--- src/rtl/stream_demux_1x2.sv ---
// stream_demux_1x2: packet-locked 1-to-2 stream demux with per-channel output registers and packet counters
module stream_demux_1x2 #(
  parameter int DATA_W = 8,
  parameter int CNT_W  = 8
) (
  input  logic              clk,
  input  logic              rst,
  input  logic              s_valid,
  output logic              s_ready,
  input  logic [DATA_W-1:0] s_data,
  input  logic              s_last,
  input  logic              sel,
  output logic              m0_valid,
  input  logic              m0_ready,
  output logic [DATA_W-1:0] m0_data,
  output logic              m0_last,
  output logic              m1_valid,
  input  logic              m1_ready,
  output logic [DATA_W-1:0] m1_data,
  output logic              m1_last,
  output logic [CNT_W-1:0]  pkt_cnt0,
  output logic [CNT_W-1:0]  pkt_cnt1
);
  typedef enum logic [1:0] {IDLE, LOCK0, LOCK1} state_t;
  state_t state;
  logic tgt, acc, load0, load1, pop0, pop1;
  always_comb begin
    tgt = state == LOCK1 ? 1'b1 : state == LOCK0 ? 1'b0 : sel;
    pop0 = m0_valid && m0_ready;
    pop1 = m1_valid && m1_ready;
    s_ready = !rst && (tgt ? (!m1_valid || m1_ready) : (!m0_valid || m0_ready));
    acc = s_valid && s_ready;
    load0 = acc && !tgt;
    load1 = acc && tgt;
  end
  always_ff @(posedge clk) begin
    if (rst) begin
      state <= IDLE;
      m0_valid <= 1'b0;
      m0_data <= '0;
      m0_last <= 1'b0;
      m1_valid <= 1'b0;
      m1_data <= '0;
      m1_last <= 1'b0;
      pkt_cnt0 <= '0;
      pkt_cnt1 <= '0;
    end else begin
      if (acc) state <= s_last ? IDLE : state == IDLE ? (sel ? LOCK1 : LOCK0) : state;
      if (load0) begin
        m0_valid <= 1'b1;
        m0_data <= s_data;
        m0_last <= s_last;
      end else if (pop0) m0_valid <= 1'b0;
      if (load1) begin
        m1_valid <= 1'b1;
        m1_data <= s_data;
        m1_last <= s_last;
      end else if (pop1) m1_valid <= 1'b0;
      if (pop0 && m0_last) pkt_cnt0 <= pkt_cnt0 + CNT_W'(1);
      if (pop1 && m1_last) pkt_cnt1 <= pkt_cnt1 + CNT_W'(1);
    end
  end
endmodule

--- config.mk ---
export PLATFORM = sky130hd
export DESIGN_NAME = stream_demux_1x2
export DESIGN_NICKNAME = d
export VERILOG_FILES = /design/src/rtl/stream_demux_1x2.sv
export SDC_FILE = /design/constraint.sdc
export NUM_CORES = 1
export LEC_CHECK = 0
export ABC_AREA = 1
export CAP_MARGIN = 10
export CORE_MARGIN = 1.5
export CORE_UTILIZATION = 50
export CTS_CLUSTER_DIAMETER = 100
export CTS_CLUSTER_SIZE = 10
export DETAILED_ROUTE_END_ITERATION = 12
export HOLD_SLACK_MARGIN = 0.02
export PLACE_DENSITY = 0.9
export SETUP_SLACK_MARGIN = 0.05
export SLEW_MARGIN = 25
export SYNTH_ARGS = -nofsm -noshare
export SYNTH_HDL_FRONTEND = slang
export SYNTH_SLANG_ARGS = --single-unit
--- constraint.sdc ---
create_clock -name clk -period 4.4 [get_ports clk]
set_input_delay 1.32 -clock clk [delete_from_list [all_inputs] [get_ports clk]]
set_output_delay 1.32 -clock clk [all_outputs]
set_load 0.02 [all_outputs]
==> Word-level counts from Yosys, hierarchy flattened <==
Index checks and enable logic that the tools add are counted.
{ "word_totals": {"ff_bits": 38, "latchBits": 0, "ram_bits": 0, "romBits": 0, "input_bits": 15, "elab_cells": 42, "memories": 0} }
{ "op_classes": {"n_addsub": 2, "multipliers": 0, "n_div": 0, "n_lt_le_gt_ge": 0, "n_eq_ne": 2, "shifts": 0, "n_mux": 10, "bitwise": 0, "reduce_logical": 19} }
{ "op_table": {"columns": ["operator", "n"], "rows": [
  ["$add 8x1->8 const B", 2],
  ["$logic_and 1x1->1", 8],
  ["$mux 1", 7],
  ["$mux 2", 3],
  ["$reduce_bool 2->1", 3],
  ["$logic_not 1->1", 4],
  ["$eq 2x1->1 const B", 1],
  ["$eq 2x2->1 const B", 1],
  ["$logic_not 2->1", 1],
  ["$logic_or 1x1->1", 2],
  ["$reduce_and 2->1", 1]
]} }

==> Logic depth before layout (Yosys ltp) <==
{ "depth": {"word_depth": 8, "depth_mapped": 9, "ltp_nobuf": 8} }

==> Worst setup path after synthesis <==
Ideal clock, no wire load.
{ "synth_timing": {"path_type": "input -> output", "from": "input port rst", "to": "output port s_ready", "t_arrival_ps": 1926, "setup_slack_ps": 1154, "stages": 5, "n_path_buf": 2, "cell_sequence": "buf_2 > clkinv_2 > nand2_1 > nor2_2 > buf_6"} }
{ "synth_between": {"elab_chain_cells": 2} }
{ "synth_rtl": {"columns": ["item", "line_no", "rtl"], "rows": [
  ["from (decl)", "7", "input logic rst,"],
  ["$logic_not 1->1", "31", "s_ready = !rst && (tgt ? (!m1_valid || m1_ready) : (!m0_valid || m0_ready));"],
  ["$logic_and 1x1->1", "31", null],
  ["to (decl)", "9", "output logic s_ready,"]
]} }
Every way passes these cells.

==> Worst setup path in the final report <==
{ "layout_timing": {"from": "input port sel", "to": "output port s_ready"} }
{ "layout_between": {"elab_chain_cells": 4} }
{ "layout_rtl": {"columns": ["item", "line_no", "rtl"], "rows": [
  ["from (decl)", "12", "input logic sel,"],
  ["$mux 1 (2 in series)", "28", "tgt = state == LOCK1 ? 1'b1 : state == LOCK0 ? 1'b0 : sel;"],
  ["$mux 1", "31", null],
  ["$logic_and 1x1->1", "31", null]
]} }
Every way passes these cells.

==> metrics list <==
- Worst-case clock buffer depth: 2
- In this run, synthesis inferred 0 flip-flops with an integrated enable.
- Delay of the slowest critical-path stage: between 0.4 and 0.5 ns
- Final number of hold-violating endpoints: 0
- Worst-Margin Slew: approximately 0.56 ns
- The worst setup path is launched from an input port.
- The number of antenna violations at the first check in global routing came to 0.
* Number of global-route vias before repair: roughly 1300
- For this run, the post-layout net count is 300.
* All-Layer GR Usage: 0.202
- The critical path contains buffers and inverters numbering 2 combined.
- VDD sags by at most ~0.25 mV.
* Areal power density over the cells: between 200 and 300 mW/mm^2
- Traced cell by cell, the critical path runs through clkdlybuf4s50_1 -> nand2_1 -> nand2_2 -> nand3_2 -> nand2_1 -> nor2_2 -> dlymetal6s2s_1.
- Setup Buffers After CTS: 0
- Type of the worst setup path: input port to primary output
- Average wire per cell in the routed design: about 11 um
- Counting every instance in the synthesized netlist gives between 200 and 250.
- Buffers inserted during clock tree synthesis total 5.
- Clock tree from TritonCTS: yes
- Total Neg Setup Slack: 0 ns
- Dpl ws: between 0.1 and 0.15 ns
- Distinct cell type count of the synthesized netlist: 28
- Clock Root Buffer: clkbuf_4
- Routability-driven placement finished with a final weighted congestion of between 0.9 and 1.
- For this block, the initial DRC count from the detailed router was 68.
- Setup violations remaining at the end of the flow were counted as 0.
- Cell with the largest stage delay on the worst path: clkdlybuf4s50_1
- After clock tree synthesis, the clock-pin slew on the worst setup and hold paths is between 0.1 and 0.15 ns.
- Crit path time final: around 4 ns
- The wire-length estimate of the detail-placed layout is 2740 um.
- Final Max Tran Viols: 0
- Of all nets on the critical path, the largest fanout is 5.
* Die Footprint: 0.00383 sq mm
* Final clock period utilization by the worst path: 0.888
- In the synthesized netlist the dominant register cell turns out to be dfxtp_1.
* Reported leakage power: 0.959 nW
- Crit path arrival time: 2.59 ns
* Worst setup margin: 0.494 ns
* Y dimension of the die: just over 60 um
- Power, Total: 695 uW
* Max-Slew Margin vs Limit: 0.624
- For this run, the register share of the synthesized area comes to 0.439.
- Counting flops with an async set or reset pin after synthesis yields a share of 0.
- Result of the run: complete, no violations
- Clock latency on the worst-skew pair, taken at its later pin, is roughly 0.34 ns.
* Kind of end point of the critical path: primary output
* Die width: roughly 62 um
- For the final database, setup skew stands at a little under 0.007 ns.
- Antenna diode instance count: 0
* Clock Sink Count: 38
* Pre-antenna DRT Iters: 4
- During I/O placement, the number of pins put on the boundary was 52.
* Unrepaired setup endpoints after global routing: no
* Area of the placeable core: between 0.003 and 0.004 sq mm
- Input and output buffers added on the ports amount to 51.
* Number of H-tree levels: 2
* Growth of design area from synthesis to finish: 36.0%
- Area of the mapped netlist: around 0.0017 sq mm
- Post-detailed-route via-to-cell ratio: roughly 4.8
- Share of post-route cells with drive strength above 1: 0.0986
- Broken down by cell family, the worst path's largest delay share belongs to buffers and inverters.
* Antenna-violating nets left: 0
- Most used cell, CP: nand2_1
* Initial Util: 0.519
- After synthesis the netlist holds a flip-flop and latch count of 38.
- Largest net degree at the start of global routing: 25
- Avg Synthesized Cell Area: ~7.6 sq um
- The routed design has ~3600 um of wire.
* Top achievable clock speed: around 260 MHz
- Global route overflow: 0
- The first global-routing pass estimated 5600 um of wire.
- Minimum hold slack: 0.490 ns
- Synth Net Count: ~250
- Warning count from the yosys run: 0
- Total via count in the routed design: roughly 1600
- The tool flagged a number of max-cap violations equal to 0.
* Site row count: 21
- Data on the critical path is required at its endpoint by ~3.1 ns.
* DRC Markers: 0
* Hold WC Path Type: register to register
* Final core utilization: 0.706
cells in the mapped netlist, types with 2 or more instances:
cell | number | area share
nand2_2 | 2 | 0.0072
nand2_1 | 31 | 0.067
nor2_2 | 3 | 0.011
nor3b_1 | 4 | 0.017
buf_6 | 2 | 0.013
inv_1 | 23 | 0.050
inv_2 | 2 | 0.0043
ha_1 | 2 | 0.014
nand3_2 | 3 | 0.017
nand3_1 | 6 | 0.017
clkbuf_1 | 3 | 0.0065
xor2_1 | 5 | 0.025
dfxtp_1 | 38 | 0.44
o21ai_0 | 2 | 0.0058
nand2_4 | 2 | 0.013
nor2_1 | 55 | 0.12
a21oi_1 | 18 | 0.052
nand4_4 | 2 | 0.025
nand4_1 | 12 | 0.043
nor3_1 | 6 | 0.017
kinds of logic (layout without fill, tap and decap cells):
group	count (synthesis)	in the layout	share of synthesized area
flip-flops	38	38	0.439
AND/OR/NAND/NOR	128	128	0.370
AO/OA/AOI/OAI	22	22	0.0657
adder cells (fa/ha/maj)	2	2	0.0144
XOR/XNOR	5	5	0.0253
buffers and inverters	34	89	0.0859
path summary, 6_finish.rpt:
path / to / from / cells past startpoint / slack [ns]
setup / recovery: s_ready / sel / 7 / 0.49
hold reg to reg: pkt_cnt0[6]$_SDFFE_PP0P_ / pkt_cnt0[6]$_SDFFE_PP0P_ / 2 / 0.49
hold / removal: pkt_cnt0[6]$_SDFFE_PP0P_ / pkt_cnt0[6]$_SDFFE_PP0P_ / 2 / 0.49
setup reg to reg: m1_data[3]$_SDFFE_PP0P_ / m0_valid$_SDFFE_PP0P_ / 9 / 3.00
registers in the layout (all words and copies together), names as in the netlist:
| register | flops |
|---|---|
| state | 2 |
| pkt_cnt1 | 8 |
| m0_data | 8 |
| m0_valid | 1 |
| m0_last | 1 |
| m1_last | 1 |
| m1_valid | 1 |
| pkt_cnt0 | 8 |
| m1_data | 8 |
cell type report:
| cell class | instances | area (sq um) |
|---|---|---|
| sequential | 38 | 761 |
| multi-input combinational | 157 | 823 |
| tap | 46 | 57.6 |
| clock buffer | 5 | 37.5 |
| clock inverter | 3 | 40.0 |
| timing repair buffer | 54 | 536 |
| fill | 300 | 980 |
| inverter | 27 | 103 |
worst reg2reg max path, cell delays in order, from the launching register on:
cell and delay [ns]:
dfxtp_1 0.40, inv_1 0.07, nor2_2 0.18, inv_2 0.09, a21oi_2 0.13, nor2_2 0.08
buf_4 0.16, nand4_1 0.07, nand2_1 0.07, nor2_1 0.09
metrics by stage:
stage | cell area [sq um] | cells
after detailed placement | 2280 | 322
after floorplan | 1730 | 229
after CTS | 2350 | 330
after global routing | 2360 | 330
after global placement | 2280 | 322
final | 2360 | 330
power breakdown:
group,internal [mW],total (mW),switching (mW)
Clock,0.118,0.229,0.111
Combinational,0.0453,0.105,0.0592
Sequential,0.355,0.362,0.00696
routing by layer:
metal  wire (um)  share of wire  GRT usage
met5           0              0          0
met4          57          0.016     0.0699
met2        1740           0.48      0.326
met3         139          0.038     0.0807
met1        1710           0.47      0.245
cell usage in the layout (no fill, tap or decap), types with 4 or more instances in the layout:
| cell | instances |
|---|---|
| dfxtp_1 | 38 |
| xor2_1 | 5 |
| a21oi_1 | 18 |
| nand2_1 | 31 |
| nand3_1 | 6 |
| clkdlybuf4s50_1 | 50 |
| nor3_1 | 6 |
| nand4_1 | 12 |
| inv_1 | 23 |
| nor3b_1 | 4 |
| nor2_1 | 55 |
| clkbuf_4 | 5 |
timing repair:
action                                  CTS  global route
hold buffers                              0             0
endpoints found under the setup margin    0             1
gates resized for setup                   0             1
(Power assumes the default switching activity.)
